### config.mk
export PLATFORM = sky130hd
export DESIGN_NAME = button_debounce_bank
export DESIGN_NICKNAME = d
export VERILOG_FILES = /design/src/rtl/button_debounce_bank.sv
export SDC_FILE = /design/constraint.sdc
export NUM_CORES = 1
export LEC_CHECK = 0
export CORE_MARGIN = 5
export CORE_UTILIZATION = 60
export CTS_CLUSTER_DIAMETER = 120
export CTS_CLUSTER_SIZE = 12
export DETAILED_ROUTE_END_ITERATION = 8
export PLACE_DENSITY_LB_ADDON = 0.1
export SYNTH_ARGS = -nofsm -noshare
export SYNTH_HDL_FRONTEND = slang
export SYNTH_SLANG_ARGS = --single-unit
### constraint.sdc
create_clock -name clk -period 3.2 [get_ports clk]
set_clock_uncertainty 0.05 [all_clocks]
set_input_delay 0.48 -clock clk [delete_from_list [all_inputs] [get_ports clk]]
set_output_delay 0.48 -clock clk [all_outputs]
set_load 0.05 [all_outputs]
### src/rtl/button_debounce_bank.sv
// Bank of independent push-button conditioners: synchroniser, stability-counter debounce, press/release/auto-repeat pulses.
// BTN and its pulses follow a raw step by SYNC_STAGES-1+STABLE_COUNT cycles; no backpressure, pulses are single-cycle.
module button_debounce_bank #(
  parameter int CHANNELS     = 2,
  parameter int SYNC_STAGES  = 2,
  parameter int STABLE_COUNT = 50000,
  parameter int REPEAT_DELAY = 25000000,
  parameter int REPEAT_RATE  = 5000000,
  parameter int CNT_WIDTH    = 26
) (
  input  logic                clk,
  input  logic                rst_n,
  input  logic [CHANNELS-1:0] btn_raw,
  input  logic [CHANNELS-1:0] repeat_en,
  output logic [CHANNELS-1:0] btn,
  output logic [CHANNELS-1:0] btn_press,
  output logic [CHANNELS-1:0] btn_release,
  output logic [CHANNELS-1:0] btn_repeat
);

  localparam logic [CNT_WIDTH-1:0] STABLE_LAST = CNT_WIDTH'(STABLE_COUNT - 1);
  localparam logic [CNT_WIDTH-1:0] DELAY_LAST  = CNT_WIDTH'(REPEAT_DELAY - 1);
  localparam logic [CNT_WIDTH-1:0] RATE_LAST   = CNT_WIDTH'(REPEAT_RATE - 1);
  localparam logic [CNT_WIDTH-1:0] CNT_ONE     = CNT_WIDTH'(1);

  for (genvar i = 0; i < CHANNELS; i++) begin : g_ch
    logic [SYNC_STAGES-1:0] sync_q;
    logic                   s;
    logic                   btn_q;
    logic                   press_q;
    logic                   release_q;
    logic                   repeat_q;
    logic                   first_q;
    logic [CNT_WIDTH-1:0]   dc_q;
    logic [CNT_WIDTH-1:0]   rc_q;
    logic [CNT_WIDTH-1:0]   rc_last;

    assign s       = sync_q[SYNC_STAGES-1];
    assign rc_last = first_q ? DELAY_LAST : RATE_LAST;

    always_ff @(posedge clk or negedge rst_n) begin
      if (!rst_n) begin
        sync_q <= '0;
      end else begin
        sync_q <= {sync_q[SYNC_STAGES-2:0], btn_raw[i]};
      end
    end

    // Any cycle where s agrees with the debounced level restarts the stability count.
    always_ff @(posedge clk or negedge rst_n) begin
      if (!rst_n) begin
        dc_q      <= '0;
        btn_q     <= 1'b0;
        press_q   <= 1'b0;
        release_q <= 1'b0;
      end else begin
        press_q   <= 1'b0;
        release_q <= 1'b0;
        if (s == btn_q) begin
          dc_q <= '0;
        end else if (dc_q == STABLE_LAST) begin
          dc_q      <= '0;
          btn_q     <= s;
          press_q   <= s;
          release_q <= ~s;
        end else begin
          dc_q <= dc_q + CNT_ONE;
        end
      end
    end

    // The PRESS cycle itself counts as the first held cycle, so the first
    // REPEAT lands exactly REPEAT_DELAY cycles after PRESS.
    always_ff @(posedge clk or negedge rst_n) begin
      if (!rst_n) begin
        rc_q     <= '0;
        first_q  <= 1'b1;
        repeat_q <= 1'b0;
      end else begin
        repeat_q <= 1'b0;
        if (!btn_q || !repeat_en[i]) begin
          rc_q    <= '0;
          first_q <= 1'b1;
        end else if (rc_q == rc_last) begin
          rc_q     <= '0;
          first_q  <= 1'b0;
          repeat_q <= 1'b1;
        end else begin
          rc_q <= rc_q + CNT_ONE;
        end
      end
    end

    assign btn[i]         = btn_q;
    assign btn_press[i]   = press_q;
    assign btn_release[i] = release_q;
    assign btn_repeat[i]  = repeat_q;
  end

endmodule

# Yosys cells after proc, flatten, opt, wreduce, memory -nomap -nowiden
# Index checks and enable logic that the tools add are counted.
# classes
addsub	4
eq_ne	6
n_mux	26
n_bitwise	4
n_reduce_logical	10
# op_table
op	count
2-to-1 mux 26 bit	8
adder 26 x 1 -> 26 bit, second input constant	4
== test 26 x 16 -> 1 bit, second input constant	2
== test 26 x 25 -> 1 bit	2
2-to-1 mux 25 bit	2
2-to-1 mux 1 bit	16
logical NOT 1 bit	4
NOT 1 bit	4
AND reduction 2 bit	2
nonzero test 2 bit	2
== test 1 bit	2
logical OR 1 bit	2
# word_totals
regBits	118
in_bits	6

# Longest topological paths before layout
# Gate-level depths: netlist (run 1).
# logic_depth
ltp_word	4
mapped_depth	7

# Least setup slack after synthesis (run 1)
# Ideal clock, no wire load.
# synth_path
path_type	reg2reg
from	reg g_ch[1].rc_q[20]
to	reg g_ch[1].first_q
setup_time_ns	0.077
arrival_time_ns	1.834
setup_slack_ns	1.239
path_stages_with_launch	6
n_path_buf	0
synth_period_minus_slack_ns	1.961
cell_sequence	dfrtp_1 -> or4_1 -> o22ai_1 -> o21ai_1 -> or4_1 -> a21o_1
# synth_between
elab_chain_len	2
# synth_lines
item	line	text
from (decl)	35	logic [CNT_WIDTH-1:0] rc_q;
from (signal assigned)	89	rc_q <= rc_q + CNT_ONE;
== test 26 x 25 -> 1 bit	84	end else if (rc_q == rc_last) begin
nonzero test 2 bit (no line)	--	
to (signal assigned)	77	first_q <= 1'b1;
to (signal assigned)	83	first_q <= 1'b1;
to (signal assigned)	86	first_q <= 1'b0;
to (decl)	33	logic first_q;
# Every way passes these cells.
# A chain may end at the register's enable or synchronous reset.

# Worst setup path after layout (run 1)
# layout_path
from	reg g_ch[0].rc_q[15]
to	reg g_ch[0].rc_q[3]
# layout_between
elab_chain_len	3
# layout_lines
item	line	text
from (decl)	35	
from (signal assigned)	89	
== test 26 x 25 -> 1 bit	84	
2-to-1 mux 26 bit	84	
2-to-1 mux 26 bit	81	if (!btn_q || !repeat_en[i]) begin
# Every way passes these cells.

==> flow_metrics.env, run 1 <==
export IMPL_syn_area_mm2=0.00557
export IMPL_min_period_over_period_pct=77.2
export IMPL_h_tree_depth=4
export IMPL_hpwl_um=6430
export IMPL_grt_overflow=0
export IMPL_crit_path_cell_trace="or4b_2 -> nor3_1 -> o2111ai_1 -> nand2_1 -> nor2_1"
export IMPL_critical_path_max_fanout=24
export IMPL_synth_cells_most_frequent="nor2_1 (125), dfrtp_1 (116), xor2_1 (66)"
export IMPL_synth_seq_cells=118
export IMPL_grtUsageTotal_pct=20.3
export IMPL_port_buffers=13
export IMPL_setup_viol=0
export IMPL_ant_nets=0
export IMPL_placementRows=35
export IMPL_design_core_area_mm2=0.00915
export IMPL_synthArstFlopShare_pct=100
export IMPL_worstPathRequired_ns=3.52
export IMPL_whs_ns=0.304
export IMPL_tns_ns=0
export IMPL_synth_top_cell_by_area="dfrtp_1"
export IMPL_path_delay_family="simple AND/OR/NAND/NOR gates"
export IMPL_synthTopCellsByArea="dfrtp_1 (52%), xor2_1 (10%), nor2_1 (8.4%)"
export IMPL_synth_distinct_cells=33
export IMPL_syn_num_nets=574
export IMPL_syn_inst=564
export IMPL_clkSinkCount=118
export IMPL_critPathLaunchType="register"
export IMPL_first_iter_violations=169
export IMPL_avgSynthCellArea_um2=9.88
export IMPL_synth_enable_flop_cells=0
export IMPL_maxSlewViolCount=0
export IMPL_irDropWorstVdd_v=0.000406
export IMPL_crit_slowest_cell="or4b_2"
export IMPL_clock_fmax_ghz=0.405
export IMPL_area_growth_syn_to_layout_pct=14.9
export IMPL_detail_route_vias_per_cell=5.63
export IMPL_io_pins=14
export IMPL_crit_type="register to register"
export IMPL_cts_buffers=17
export IMPL_routed_wl_um=10200
export IMPL_relSlewSlack_pct=37.4
export IMPL_cap_violations=0
export IMPL_grt_pass1_vias=4017
export IMPL_critical_path_buf_inv_count=0
export IMPL_cts_buffer_depth=2
export IMPL_worstMarginPinSlew_ns=0.930
export IMPL_dieArea_mm2=0.0113
export IMPL_yosysMostFrequentCell="nor2_1"
export IMPL_worst_path_largest_cell_delay_ns=0.67
export IMPL_antenna_found_initial=0
export IMPL_via_count=4000
export IMPL_clk_latency_ns=0.53
export IMPL_num_antenna_cells=0
export IMPL_die_x_um=106
export IMPL_power_leakage_nw=2.68
export IMPL_hold_violations=0
export IMPL_dieHeight_um=106
export IMPL_fin_util_pct=70.0
export IMPL_use_met2_pct=31.2
export IMPL_ctsHoldBuffers=1
export IMPL_fillers=698
export IMPL_post_cts_setup_buffers=0
export IMPL_seq_area_frac_synth_pct=53.1
export IMPL_finalPower_mw=3.49
export IMPL_grt_busiest_layer="met2"
export IMPL_grt_util_met3_pct=6.38
export IMPL_rsz0062_at_grt="no"
export IMPL_gp_congestion=0.852
export IMPL_wl_per_cell_um=14.4
export IMPL_cts_resized=0
export IMPL_clock_root_buffer="clkbuf_8"
export IMPL_hp_class="register to register"
export IMPL_path_clk_slew_ns=0.06
export IMPL_met1_usage_pct=27.0
export IMPL_drive_above_1_share_pct=7.68
export IMPL_grt_max_degree=94
export IMPL_powerDensity_mw_per_mm2=546
export IMPL_period_minus_slack_ns=2.47
export IMPL_initial_core_util_pct=60.9
export IMPL_ys_warn_count=0
export IMPL_endpoint_kind="register"
export IMPL_cts_tree="done"
export IMPL_outcome="completed"
export IMPL_grt_pass1_wl_um=18400
export IMPL_cp_arrival_ns=2.79
export IMPL_drc_errors=0
export IMPL_num_nets_final=596
export IMPL_synth_flop_cell="dfrtp_1"
export IMPL_yosys_area_top_type_share_pct=52.1
export IMPL_drt_pass1_iter_count=4
layout by cell type, fill, tap and decap left out, drive strengths merged, types with 2 or more instances in the layout:
cell type | netlist | final
nor4b | 6 | 6
dfstp | 2 | 2
bufinv | 0 | 3
clkdlybuf4s50 | 0 | 12
ha | 4 | 4
nor3 | 13 | 13
nor2 | 125 | 125
mux2 | 2 | 2
nand2 | 46 | 46
and3 | 15 | 15
clkinv | 0 | 5
buf | 14 | 7
nor4 | 15 | 15
and2 | 2 | 2
inv | 8 | 8
dfrtp | 116 | 116
nand4 | 36 | 36
and4 | 3 | 3
nand3 | 36 | 36
nor3b | 4 | 4
o22ai | 2 | 2
clkbuf | 3 | 23
xor2 | 66 | 66
or4 | 5 | 5
xnor2 | 32 | 32
path summary, 6_finish.rpt:
| kind | startpoint | end | slack, ns | cells after the start |
|---|---|---|---|---|
| max | g_ch[0].rc_q[15] | g_ch[0].rc_q[3] | 0.73 | 5 |
| max in group asynchronous | rst_n | g_ch[1].first_q | 1.95 | 3 |
| max reg2reg | g_ch[0].rc_q[15] | g_ch[0].rc_q[3] | 0.73 | 5 |
| min in group asynchronous | rst_n | g_ch[0].dc_q[16] | 0.35 | 2 |
| min | g_ch[0].sync_q[0] | g_ch[0].sync_q[1] | 0.30 | 0 |
| min reg2reg | g_ch[0].sync_q[0] | g_ch[0].sync_q[1] | 0.30 | 0 |
cell families after synthesis:
family | after synthesis | synth area share [%]
compound gates | 6 | 0.741
buf+inv | 25 | 2.36
flops | 118 | 53.1
xor+xnor | 98 | 15.4
fa+ha+maj | 4 | 0.899
mux | 2 | 0.404
simple gates | 311 | 27.1
state kept, by name, indices dropped and copies added, names as in the netlist:
name / flops
g_ch.first_q: 2
g_ch.repeat_q: 2
g_ch.press_q: 2
g_ch.rc_q: 52
g_ch.sync_q: 4
g_ch.btn_q: 2
g_ch.dc_q: 52
g_ch.release_q: 2
worst reg2reg max path: cells and delay by family (launching register included):
kind,cells,cell delay [ns]
AND/OR/NAND/NOR,4,1.64
AO/OA/AOI/OAI,1,0.23
flip-flops,1,0.41
power by group:
group	total, mW	leakage, nW	switching [mW]	internal (mW)
combinational	0.0586	0.755	0.0428	0.0158
sequential	1.51	1.63	0.00759	1.50
clock	1.92	0.298	0.663	1.26
cell type report:
| type | count | area, um^2 | area share [%] |
|---|---|---|---|
| clock buffers | 23 | 477 | 7.45 |
| clock inverters | 9 | 123 | 1.92 |
| inverters | 8 | 30.0 | 0.469 |
| multi-input cells | 421 | 2480 | 38.8 |
| flip-flops and latches | 118 | 2960 | 46.2 |
| well taps | 111 | 139 | 2.17 |
| repair buffers | 20 | 195 | 3.05 |
metrics by stage:
| stage | worst slack [ns] | area, um^2 | instances |
|---|---|---|---|
| 3_5_place_dp | 0.753 | 5790 | 677 |
| 2_1_floorplan | 1.24 | 5570 | 564 |
| 4_1_cts | 0.732 | 6400 | 710 |
| 5_1_grt | 0.477 | 6400 | 710 |
| 6_report | 0.731 | 6400 | 710 |
| 3_3_place_gp | 0.844 | 5790 | 677 |
routing by layer:
metal	vias up	share of wire [%]
met5	-	0
met4	0	1.4
met3	16	3.1
met2	62	47
met1	1966	48
li1	1956	-
No activity file was read; power rests on OpenSTA's default activity.
==> run 2, diff against run 1 <==
==> constraint.sdc (replaced) <==
create_clock -name clk -period 2.5 [get_ports clk]
set_clock_uncertainty 0.05 [all_clocks]
set_input_delay 0.375 -clock clk [delete_from_list [all_inputs] [get_ports clk]]
set_output_delay 0.375 -clock clk [all_outputs]
set_load 0.05 [all_outputs]
==> run 2 against run 1 <==
First-iteration DRC count rose by 32%. Clock power up 35%. Critical path depth down 4. Die area unchanged. Wire length increased by 3.4%. Core utilization increased by 1.2 points. Worst hold slack got worse by 0.062 ns. Sequential power grew 28%. Global-route usage increased by 0.52 points. Combinational power increased by 36%. Sequential cell count did not move. Cell area is 1.7% higher. Critical endpoint is now btn[1]. Largest power group unchanged.
==> flow_metrics.env, run 2 (synthesis results as in run 1) <==
export IMPL_worstPathRequired_ns=2.08
export IMPL_reg_top3="g_ch.dc_q (52), g_ch.rc_q (52), g_ch.sync_q (4)"
export IMPL_critical_path_max_fanout=6
export IMPL_num_antenna_cells=0
export IMPL_finalPower_mw=4.60
export IMPL_worst_path_largest_cell_delay_ns=0.84
export IMPL_final_common_cell="nor2_1"
export IMPL_path_clk_slew_ns=0.06
export IMPL_grt_pass1_vias=4112
export IMPL_port_buffers=13
export IMPL_seqCellArea_mm2=0.00296
export IMPL_drt_pass1_iter_count=4
export IMPL_cp_arrival_ns=1.79
export IMPL_detail_route_vias_per_cell=5.64
export IMPL_path_delay_family="buffers and inverters"
export IMPL_routed_wl_um=10600
export IMPL_h_tree_depth=4
export IMPL_initial_core_util_pct=60.9
export IMPL_rsz0062_at_grt="no"
export IMPL_clk_latency_ns=0.52
export IMPL_r2r_slack_ns=0.39
export IMPL_ant_nets=0
export IMPL_grt_max_degree=54
export IMPL_crit_slowest_cell="clkdlybuf4s50_1"
export IMPL_irDropWorstVdd_v=0.000548
export IMPL_period_minus_slack_ns=2.21
export IMPL_setup_viol=0
export IMPL_io_pins=14
export IMPL_dieHeight_um=106
export IMPL_fin_util_pct=71.1
export IMPL_cap_violations=0
export IMPL_critical_path_buf_inv_count=1
export IMPL_design_core_area_mm2=0.00915
export IMPL_dieArea_mm2=0.0113
export IMPL_cts_buffers=17
export IMPL_hold_violations=0
export IMPL_drc_errors=0
export IMPL_endpoint_kind="output pin"
export IMPL_crit_type="register to output pin"
export IMPL_tns_ns=0
export IMPL_grt_overflow=0
export IMPL_grtUsageTotal_pct=20.8
export IMPL_fillers=660
export IMPL_area_growth_syn_to_layout_pct=16.9
export IMPL_grt_pass1_wl_um=19000
export IMPL_via_count=4049
export IMPL_gp_congestion=0.831
export IMPL_post_cts_setup_buffers=0
export IMPL_multiInputGateArea_mm2=0.00248
export IMPL_wl_per_cell_um=14.7
export IMPL_hp_class="primary input to register"
export IMPL_relSlewSlack_pct=56.2
export IMPL_antenna_found_initial=0
export IMPL_hpwl_um=6820
export IMPL_placementRows=35
export IMPL_worstMarginPinSlew_ns=0.652
export IMPL_layout_common_cells="nor2_1 (125), dfrtp_1 (116), xor2_1 (66), nand2_1 (46)"
export IMPL_drive_above_1_share_pct=9.23
export IMPL_cts_buffer_depth=2
export IMPL_clkSinkCount=118
export IMPL_first_iter_violations=223
export IMPL_critPathLaunchType="register"
export IMPL_maxSlewViolCount=0
export IMPL_die_x_um=106
export IMPL_crit_path_cell_trace="clkdlybuf4s50_1"
export IMPL_min_period_over_period_pct=88.4
export IMPL_clock_root_buffer="clkbuf_8"
export IMPL_powerDensity_mw_per_mm2=707
export IMPL_cts_tree="done"
export IMPL_power_leakage_nw=2.74
export IMPL_clock_fmax_ghz=0.452
export IMPL_num_nets_final=604
export IMPL_outcome="completed"
-- run 2: cell count changes in the layout (fill, tap and decap cells not counted), sizes merged --
cell and change:
bufinv +2, clkinv +1, clkinvlp +2, buf +8, clkbuf -5
-- run 2: layer usage --
layer  vias to the layer above  routed length, um  track usage, %
met4                         0                 96            6.01
met2                        50               5430            34.8
li1                       1977                  -               -
met5                         -                  0               0
met1                      2014               4800            26.7
met3                         8                257            5.53
-- run 2: final cells by class --
class | count | share of cell area (%)
repair buffers | 28 | 4.11
inverters | 8 | 0.461
well taps | 111 | 2.13
clock inverters | 14 | 3.17
multi-input cells | 421 | 38.2
clock buffers | 18 | 6.57
flip-flops and latches | 118 | 45.4
-- run 2: repair_timing --
action                                 4_1_cts  5_1_grt
hold buffers                                 1        0
gates resized for setup                      0        0
endpoints found under the hold margin       30        0
-- run 2: final timing paths --
| path | cells past startpoint | end | startpoint |
|---|---|---|---|
| max in group asynchronous | 3 | g_ch[1].dc_q[6] | rst_n |
| worst max-delay path | 1 | btn[1] | g_ch[1].btn_q |
| worst min register to register | 0 | g_ch[0].sync_q[1] | g_ch[0].sync_q[0] |
| worst max register to register | 6 | g_ch[1].dc_q[21] | g_ch[1].dc_q[19] |
| worst min-delay path | 1 | g_ch[1].sync_q[0] | btn_raw[1] |
| min in group asynchronous | 2 | g_ch[0].dc_q[15] | rst_n |
-- run 2: worst reg2reg max path: cells and delay by family (launching register included) --
family | cells | cell delay [ns]
AND/OR/NAND/NOR | 5 | 1.24
flip-flops | 1 | 0.42
buffers and inverters | 1 | 0.27
-- run 2: per-stage QoR --
step,worst slack (ns),area (um^2),hold slack [ns],instances
final,0.290,6510,0.242,718
after global routing,0.216,6510,0.241,718
after CTS,0.283,6510,0.234,718
after detailed placement,0.399,5870,0.285,685
after global placement,0.430,5870,0.283,685
after floorplan,0.539,5570,0.0294,564
-- run 2: power breakdown --
group          switching (mW)  internal, mW
registers             0.00991          1.92
clock network           0.854          1.74
logic                  0.0561        0.0235
total                   0.920          3.68
==> run 3, diff against run 2 <==
--- a/config.mk
+++ b/config.mk
@@ -5,9 +5,10 @@
 export SDC_FILE = /design/constraint.sdc
 export NUM_CORES = 1
 export LEC_CHECK = 0
+export CORE_ASPECT_RATIO = 1.2
 export CORE_MARGIN = 5
 export CORE_UTILIZATION = 60
-export CTS_CLUSTER_DIAMETER = 120
+export CTS_CLUSTER_DIAMETER = 80
 export CTS_CLUSTER_SIZE = 12
 export DETAILED_ROUTE_END_ITERATION = 8
 export PLACE_DENSITY_LB_ADDON = 0.1
==> run 3 against run 2 <==
First-iteration DRC count down 23%. Combinational power up 3.4%. Clock power shrank 9.7%. Highest routed layer unchanged. Sequential power barely moved. Final cell count is 1.5% higher. Count of clock-buffer cells in the layout increased by 5. Die area barely moved. Sequential share of layout area increased by 0.17 points.
==> flow_metrics.env, run 3 (synthesis results as in run 1) <==
export IMPL_r2r_start="g_ch[0].rc_q[15]"
export IMPL_dieArea_mm2=0.0113
export IMPL_cp_startpoint="g_ch[0].btn_q"
export IMPL_cap_violations=0
export IMPL_clk_latency_ns=0.52
export IMPL_wl_per_cell_um=14.3
export IMPL_gp_congestion=0.830
export IMPL_worstHoldStart="btn_raw[0]"
export IMPL_cp_arrival_ns=1.79
export IMPL_grt_pass1_vias=4225
export IMPL_wl_met2_um=5510
export IMPL_min_period_over_period_pct=88.5
export IMPL_rsz0062_at_grt="no"
export IMPL_grt_max_degree=45
export IMPL_period_minus_slack_ns=2.21
export IMPL_antenna_found_initial=0
export IMPL_tns_ns=0
export IMPL_via_count=3996
export IMPL_critical_path_buf_inv_count=1
export IMPL_outcome="completed"
export IMPL_wl_met3_um=249
export IMPL_drt_pass1_iter_count=4
export IMPL_cp_depth=1
export IMPL_worstPathRequired_ns=2.08
export IMPL_grt_pass1_wl_um=19000
export IMPL_dr_max_layer_used="met4"
export IMPL_min_path_cells=1
export IMPL_routed_wl_um=10400
export IMPL_dieHeight_um=116
export IMPL_maxSlewViolCount=0
export IMPL_path_clk_slew_ns=0.05
export IMPL_final_common_cell="nor2_1"
export IMPL_h_tree_depth=4
export IMPL_worst_path_largest_cell_delay_ns=0.84
export IMPL_power_leakage_nw=2.73
export IMPL_design_core_area_mm2=0.00908
export IMPL_drive_above_1_share_pct=9.36
export IMPL_clock_fmax_ghz=0.452
export IMPL_grtUsageTotal_pct=20.6
export IMPL_drc_errors=0
export IMPL_cts_tree="done"
export IMPL_initial_core_util_pct=61.3
export IMPL_endpoint_kind="output pin"
export IMPL_final_cell_area_mm2=0.00649
export IMPL_relSlewSlack_pct=55.5
export IMPL_met1Wirelength_um=4560
export IMPL_first_iter_violations=171
export IMPL_ant_nets=0
export IMPL_grt_overflow=0
export IMPL_setup_viol=0
export IMPL_crit_path_cell_trace="clkdlybuf4s50_1"
export IMPL_powerDensity_mw_per_mm2=672
export IMPL_num_nets_final=606
export IMPL_hold_violations=0
export IMPL_worstMarginPinSlew_ns=0.663
export IMPL_cts_buffers=17
export IMPL_placementRows=38
export IMPL_crit_type="register to output pin"
export IMPL_r2r_cells=6
export IMPL_port_buffers=13
export IMPL_hp_class="primary input to register"
export IMPL_irDropWorstVdd_v=0.000464
export IMPL_hpwl_um=7020
export IMPL_crit_slowest_cell="clkdlybuf4s50_1"
export IMPL_cts_resized=0
export IMPL_clkSinkCount=118
export IMPL_path_delay_family="buffers and inverters"
export IMPL_layout_common_cells="nor2_1 (125), dfrtp_1 (116), xor2_1 (66), nand2_1 (46)"
export IMPL_die_x_um=98.0
export IMPL_critPathLaunchType="register"
export IMPL_critical_path_max_fanout=6
export IMPL_clock_root_buffer="clkbuf_8"
export IMPL_cts_buffer_depth=2
export IMPL_reg_top3="g_ch.dc_q (52), g_ch.rc_q (52), g_ch.sync_q (4)"
export IMPL_num_antenna_cells=0
export IMPL_io_pins=14
export IMPL_area_growth_syn_to_layout_pct=16.4
export IMPL_detail_route_vias_per_cell=5.48
export IMPL_placed_area_mm2=0.00589
[run 3: path summary, 6_finish.rpt]
| check | slack (ns) | endpoint |
|---|---|---|
| min reg2reg | 0.30 | g_ch[1].sync_q[1] |
| max in group asynchronous | 1.41 | g_ch[0].first_q |
| max | 0.29 | btn[0] |
| min in group asynchronous | 0.31 | g_ch[0].dc_q[16] |
| min | 0.25 | g_ch[0].sync_q[0] |
| max reg2reg | 0.32 | g_ch[0].rc_q[22] |
[run 3: per-stage QoR]
step	hold WS, ns	total power, mW	worst slack [ns]	util [%]	instances
after detailed placement	0.285	2.05	0.416	64.9	696
after CTS	0.235	4.41	0.259	71.4	729
after global placement	0.284	2.05	0.488	64.9	696
after global routing	0.239	4.53	0.210	71.4	729
after floorplan	0.0294	1.99	0.539	-	564
final	0.253	4.36	0.287	71.4	729
[run 3: what timing repair did]
| action | 4_1_cts | 5_1_grt |
|---|---|---|
| hold buffers | 1 | 0 |
| hold endpoints to repair | 34 | 0 |
| buffers inserted | 0 | 0 |
[run 3: cell type report]
class | count | area [um^2]
Sequential cell | 118 | 2960
Fill cell | 669 | 2590
Tap cell | 120 | 150
Clock inverter | 9 | 97.6
Inverter | 8 | 30.0
Timing Repair Buffer | 30 | 283
Clock buffer | 23 | 487
Multi-Input combinational cell | 421 | 2480
[run 3: routing by layer]
| metal | up-vias | GRT usage (%) |
|---|---|---|
| met5 | - | 0 |
| met4 | 0 | 7.02 |
| met3 | 10 | 5.78 |
| met2 | 35 | 35.6 |
| met1 | 1962 | 25.2 |
| li1 | 1989 | - |
[run 3: power by group]
part	switching [mW]	internal [mW]	leakage, nW
logic	0.0568	0.0256	0.810
registers	0.0102	1.92	1.63
clock network	0.807	1.54	0.293
